[src/rtl/aucohl_pwm_capture.sv]
// aucohl_pwm_capture: input-capture unit measuring period/high/low time of cap_in in prescaled ticks.
// Optional glitch filter enabled by defining AUCOHL_CAP_FILTER_EN.
module aucohl_pwm_capture #(
  parameter int CNT_W   = 32,
  parameter int FLT_LEN = 4
) (
  input  logic             clk,
  input  logic             rst_n,
  input  logic             cap_en,
  input  logic             cap_in,
  input  logic [31:0]      prescaler,
  input  logic [2:0]       cap_cfg,
  input  logic             cap_clr,
  output logic [CNT_W-1:0] cap_val,
  output logic             cap_done,
  output logic             cap_ovf,
  output logic             cap_busy
);
  typedef enum logic [1:0] {IDLE, ARM, MEAS} state_t;
  state_t st_q, st_d;
  logic s1_q, s2_q, prev_q, en_q, sig;
  logic done_q, done_d, ovf_q, ovf_d;
  logic [31:0] pr_q, pr_d;
  logic [2:0] cfg_q, cfg_d;
  logic [CNT_W-1:0] cnt_q, cnt_d, val_q, val_d, inc;
  logic rise, fall, tick, sat, start, stop;
`ifdef AUCOHL_CAP_FILTER_EN
  localparam int FW = $clog2(FLT_LEN + 1);
  logic flt_q, flt_d;
  logic [FW-1:0] fc_q, fc_d;
  always_comb begin
    flt_d = flt_q;
    fc_d  = '0;
    if (s2_q != flt_q) begin
      fc_d = fc_q + FW'(1);
      if (fc_q == FW'(FLT_LEN - 1)) begin
        flt_d = s2_q;
        fc_d  = '0;
      end
    end
  end
  always_ff @(posedge clk or negedge rst_n)
    if (!rst_n) begin
      flt_q <= 1'b0;
      fc_q  <= '0;
    end else begin
      flt_q <= flt_d;
      fc_q  <= fc_d;
    end
  assign sig = flt_q;
`else
  assign sig = s2_q;
`endif
  assign rise  = sig & ~prev_q;
  assign fall  = ~sig & prev_q;
  assign tick  = (pr_q == 32'd0);
  assign pr_d  = (!cap_en || tick) ? prescaler : pr_q - 32'd1;
  assign start = cfg_q[1] ? fall : rise;
  assign stop  = cfg_q[0] ? fall : rise;
  assign sat   = (&cnt_q) & tick;
  assign inc   = sat ? cnt_q : cnt_q + CNT_W'(tick);
  always_comb begin
    st_d   = st_q;
    cnt_d  = cnt_q;
    val_d  = val_q;
    cfg_d  = cfg_q;
    done_d = done_q & ~cap_clr;
    ovf_d  = ovf_q & ~cap_clr;
    if (!cap_en) st_d = IDLE;
    else
      case (st_q)
        IDLE: if (!en_q) begin
          st_d  = ARM;
          cfg_d = cap_cfg;
        end
        ARM: if (start) begin
          st_d  = MEAS;
          cnt_d = '0;
        end
        MEAS: begin
          cnt_d = inc;
          if (sat) ovf_d = 1'b1;
          if (stop) begin
            val_d  = inc;
            done_d = 1'b1;
            // modes 00/11 reuse the stop edge as the next start edge
            if (cfg_q[2]) st_d = IDLE;
            else if (cfg_q[1] == cfg_q[0]) cnt_d = '0;
            else st_d = ARM;
          end
        end
        default: st_d = IDLE;
      endcase
  end
  always_ff @(posedge clk or negedge rst_n)
    if (!rst_n) begin
      st_q   <= IDLE;
      s1_q   <= 1'b0;
      s2_q   <= 1'b0;
      prev_q <= 1'b0;
      en_q   <= 1'b0;
      pr_q   <= '0;
      cfg_q  <= '0;
      cnt_q  <= '0;
      val_q  <= '0;
      done_q <= 1'b0;
      ovf_q  <= 1'b0;
    end else begin
      st_q   <= st_d;
      s1_q   <= cap_in;
      s2_q   <= s1_q;
      prev_q <= sig;
      en_q   <= cap_en;
      pr_q   <= pr_d;
      cfg_q  <= cfg_d;
      cnt_q  <= cnt_d;
      val_q  <= val_d;
      done_q <= done_d;
      ovf_q  <= ovf_d;
    end
  assign cap_val  = val_q;
  assign cap_done = done_q;
  assign cap_ovf  = ovf_q;
  assign cap_busy = (st_q != IDLE);
endmodule

[config.mk]
export PLATFORM = sky130hd
export DESIGN_NAME = aucohl_pwm_capture
export DESIGN_NICKNAME = d
export VERILOG_FILES = /design/src/rtl/aucohl_pwm_capture.sv
export SDC_FILE = /design/constraint.sdc
export NUM_CORES = 1
export LEC_CHECK = 0
export ABC_AREA = 1
export CORE_MARGIN = 3
export CORE_UTILIZATION = 30
export CTS_CLUSTER_DIAMETER = 60
export DETAILED_ROUTE_END_ITERATION = 16
export GPL_TIMING_DRIVEN = 0
export SYNTH_ARGS = -nofsm -noshare
export SYNTH_HDL_FRONTEND = slang
export SYNTH_SLANG_ARGS = --single-unit
[constraint.sdc]
create_clock -name clk -period 6.55 [get_ports clk]
set_input_delay 0.9825 -clock clk [delete_from_list [all_inputs] [get_ports clk]]
set_output_delay 0.9825 -clock clk [all_outputs]
set_load 0.005 [all_outputs]
==> flow_metrics.tcl <==
set metrics [dict create \
    status "complete, no violations" \
    final_cells 1250 \
    synth-simple-area-share_pct 42.1 \
    drtIter0Drc 357 \
    synth_top_family_by_area "simple AND/OR/NAND/NOR gates" \
    synth_compound_area_share_pct 3.14 \
    p_leak_nw 3.60 \
    cts_inserted_buffers 9 \
    rsz0062_at_grt "false" \
    grt_pass1_wl_um 26900 \
    cp_data_required_time_ns 6.80 \
    critPathMaxFanout 6 \
    worstMarginPinSlew_ns 0.598 \
    start_util_pct 30.8 \
    wl_met3_um 706 \
    antenna_cells 0 \
    drv_slew 0 \
    yosys_most_used_dff "dfrtp_1" \
    drt-total-wl_um 16100 \
    grt_use_total_pct 15.2 \
    synth_fa_ha_area_share_pct 0.620 \
    ys_types 28 \
    synthCells 894 \
    ant_nets 0 \
    cts_resized 0 \
    synth_top_area_cell "dfrtp_1" \
    end_kind "flip-flop" \
    clock_latency_ns 0.36 \
    hold_path_class "reg -> reg" \
    vias_per_cell 4.43 \
    synth-seq-area-share_pct 44.3 \
    ctsHtreeMaxLevel 3 \
    ctsHoldBuffers 0 \
    fp.dieW_um 148 \
    drc 0 \
    die_h_um 148 \
    fmax_mhz 305 \
    tns_ns 0 \
    p_per_area_nw_per_um2 196 \
    syn-num-nets 937 \
    area_growth_pct 22.6 \
    finalCriticalPeriod_ns 3.27 \
    cts-root-to-sink-buffers 2 \
    yosysWarnings 0 \
    yosys-top-cells-area "dfrtp_1 (44%), nand2_1 (30%), nor2_1 (7.8%)" \
    routabilityCongestion 0.889 \
    num-nets-final 1023 \
    wirelength_met1_um 7650 \
    dieArea_um2 21900 \
    ir_drop_v 0.000106 \
    via_count 5543 \
    io_buffers 74 \
    wire_per_inst_um 12.9 \
    clock_tree.root_cell "clkbuf_16" \
    crit_arrival_ns 3.53 \
    syn_area_um2 6050 \
    relSlewSlack_pct 60.2 \
    drive_gt1_share_pct 4.87 \
    whs_path_depth 0 \
    drtPass1Iterations 4 \
    num_rows 51 \
    finalCritPeriodShare_pct 50.0 \
    core-area_um2 19700 \
    clock_sinks 107 \
    skew_ns 0.00562 \
    final_cell_mix "nand2_1 (476), nor2_1 (126), dfrtp_1 (107), clkdlybuf4s50_1 (73), inv_1 (41)" \
    finalHoldViolations 0 \
    critPathLaunchType "flip-flop" \
    cts_tree "built" \
    synth_mux_area_share_pct 0.186 \
    ios 75 \
    yosysTopAreaCellShare_pct 44.3 \
    synth_xor_area_share_pct 4.49 \
    ys_async_sr_fraction_pct 100 \
    grt_max_degree 69 \
    dp_hpwl_um 12500 \
    path_class "reg -> reg" \
    antenna_found_initial 0 \
    top_layer "met4" \
    placedCellCount 1234 \
    postCtsSetupBuffers 0 \
    grt_pass1_vias 5437 \
    ff2ff_path_depth 17 \
    syn_avg_cell_area_um2 6.77 \
    drv_cap 0 \
    clk_pin_slew_worst_paths_ns 0.07 \
    final_common_cell "nand2_1" \
    ys_ff_latch 107 \
    synth_edf_count 0 \
    wl_met2_um 7540 \
    gr-total-overflow 0 \
    setup_viol 0 \
]
synth_stat cells (5+ instances only):
cell type,count
buf_2,7
buf_6,6
clkbuf_1,7
dfrtp_1,107
inv_1,41
nand2_1,476
nand3_1,32
nor2_1,126
nor2_2,5
o21ai_0,6
o21ai_1,15
o21bai_1,8
xnor2_1,21
xor2_1,10
metrics by stage:
step	power [mW]	worst slack [ns]	hold slack, ns	utilization [%]	area, µm²
after floorplan	0.865	4.01	0.331	-	6050
after global placement	0.951	0.184	0.335	36.2	7120
after detailed placement	0.956	3.26	0.336	36.4	7150
after CTS	1.47	3.24	0.353	37.7	7420
after global routing	1.53	2.93	0.385	37.7	7420
final	1.45	3.28	0.351	37.7	7420
cells by family (layout without fill, tap and decap cells):
family,count (synthesis),count (layout)
AND/OR/NAND/NOR,652,652
flip-flops,107,107
buffers and inverters,67,158
AO/OA/AOI/OAI,33,33
XOR/XNOR,31,31
adder cells (fa/ha/maj),3,3
multiplexers,1,1
critical path, stage by stage (launching register included):
cell     delay, ns
dfrtp_1       0.41
inv_1         0.08
ha_1          0.31
nand2_2       0.14
nor2_4        0.18
nand2_1       0.10
nor2_4        0.16
ha_1          0.29
ha_1          0.36
inv_2         0.07
nor2_2        0.20
nand2_1       0.19
nor2_1        0.30
nand3_1       0.12
nand2_1       0.08
nand2_1       0.06
nand2_1       0.06
nand2_1       0.05
registers in the layout, summed over array words and instances, names as in the netlist:
register / flops
cap_val: 32
cfg_q: 3
cnt_q: 32
pr_q: 32
cap_done: 1
s1_q: 1
cap_ovf: 1
en_q: 1
s2_q: 1
st_q: 2
prev_q: 1
power breakdown:
| group | switching [mW] | internal [mW] |
|---|---|---|
| clock | 0.253 | 0.257 |
| combinational | 0.126 | 0.0862 |
| sequential | 0.0351 | 0.695 |
| total | 0.415 | 1.04 |
path summary, 6_finish.rpt:
| path | endpoint | from | slack [ns] |
|---|---|---|---|
| setup / recovery | cap_val[30]$_DFFE_PN0P_ | pr_q[0]$_DFF_PN0_ | 3.28 |
| max in group asynchronous | pr_q[21]$_DFF_PN0_ | rst_n | 5.23 |
| hold / removal | s2_q$_DFF_PN0_ | s1_q$_DFF_PN0_ | 0.35 |
| setup reg to reg | cap_val[30]$_DFFE_PN0P_ | pr_q[0]$_DFF_PN0_ | 3.28 |
| min in group asynchronous | cap_val[4]$_DFFE_PN0P_ | rst_n | 0.61 |
| hold reg to reg | s2_q$_DFF_PN0_ | s1_q$_DFF_PN0_ | 0.35 |
routing by layer:
layer,global-route usage (%),vias to the layer above
li1,-,2905
met1,20.1,2493
met2,25.3,131
met3,3.46,14
met4,3.70,0
met5,0,-
cell type report:
type                    instances  area (µm²)
plain buffers                  21         136
clock buffers                   9         225
clock inverters                 7        43.8
fillers                      2159       12200
inverters                      46         178
multi-input cells             720        3060
flip-flops and latches        107        2680
well taps                     265         332
repair buffers                 75         766
(Power assumes the default switching activity.)
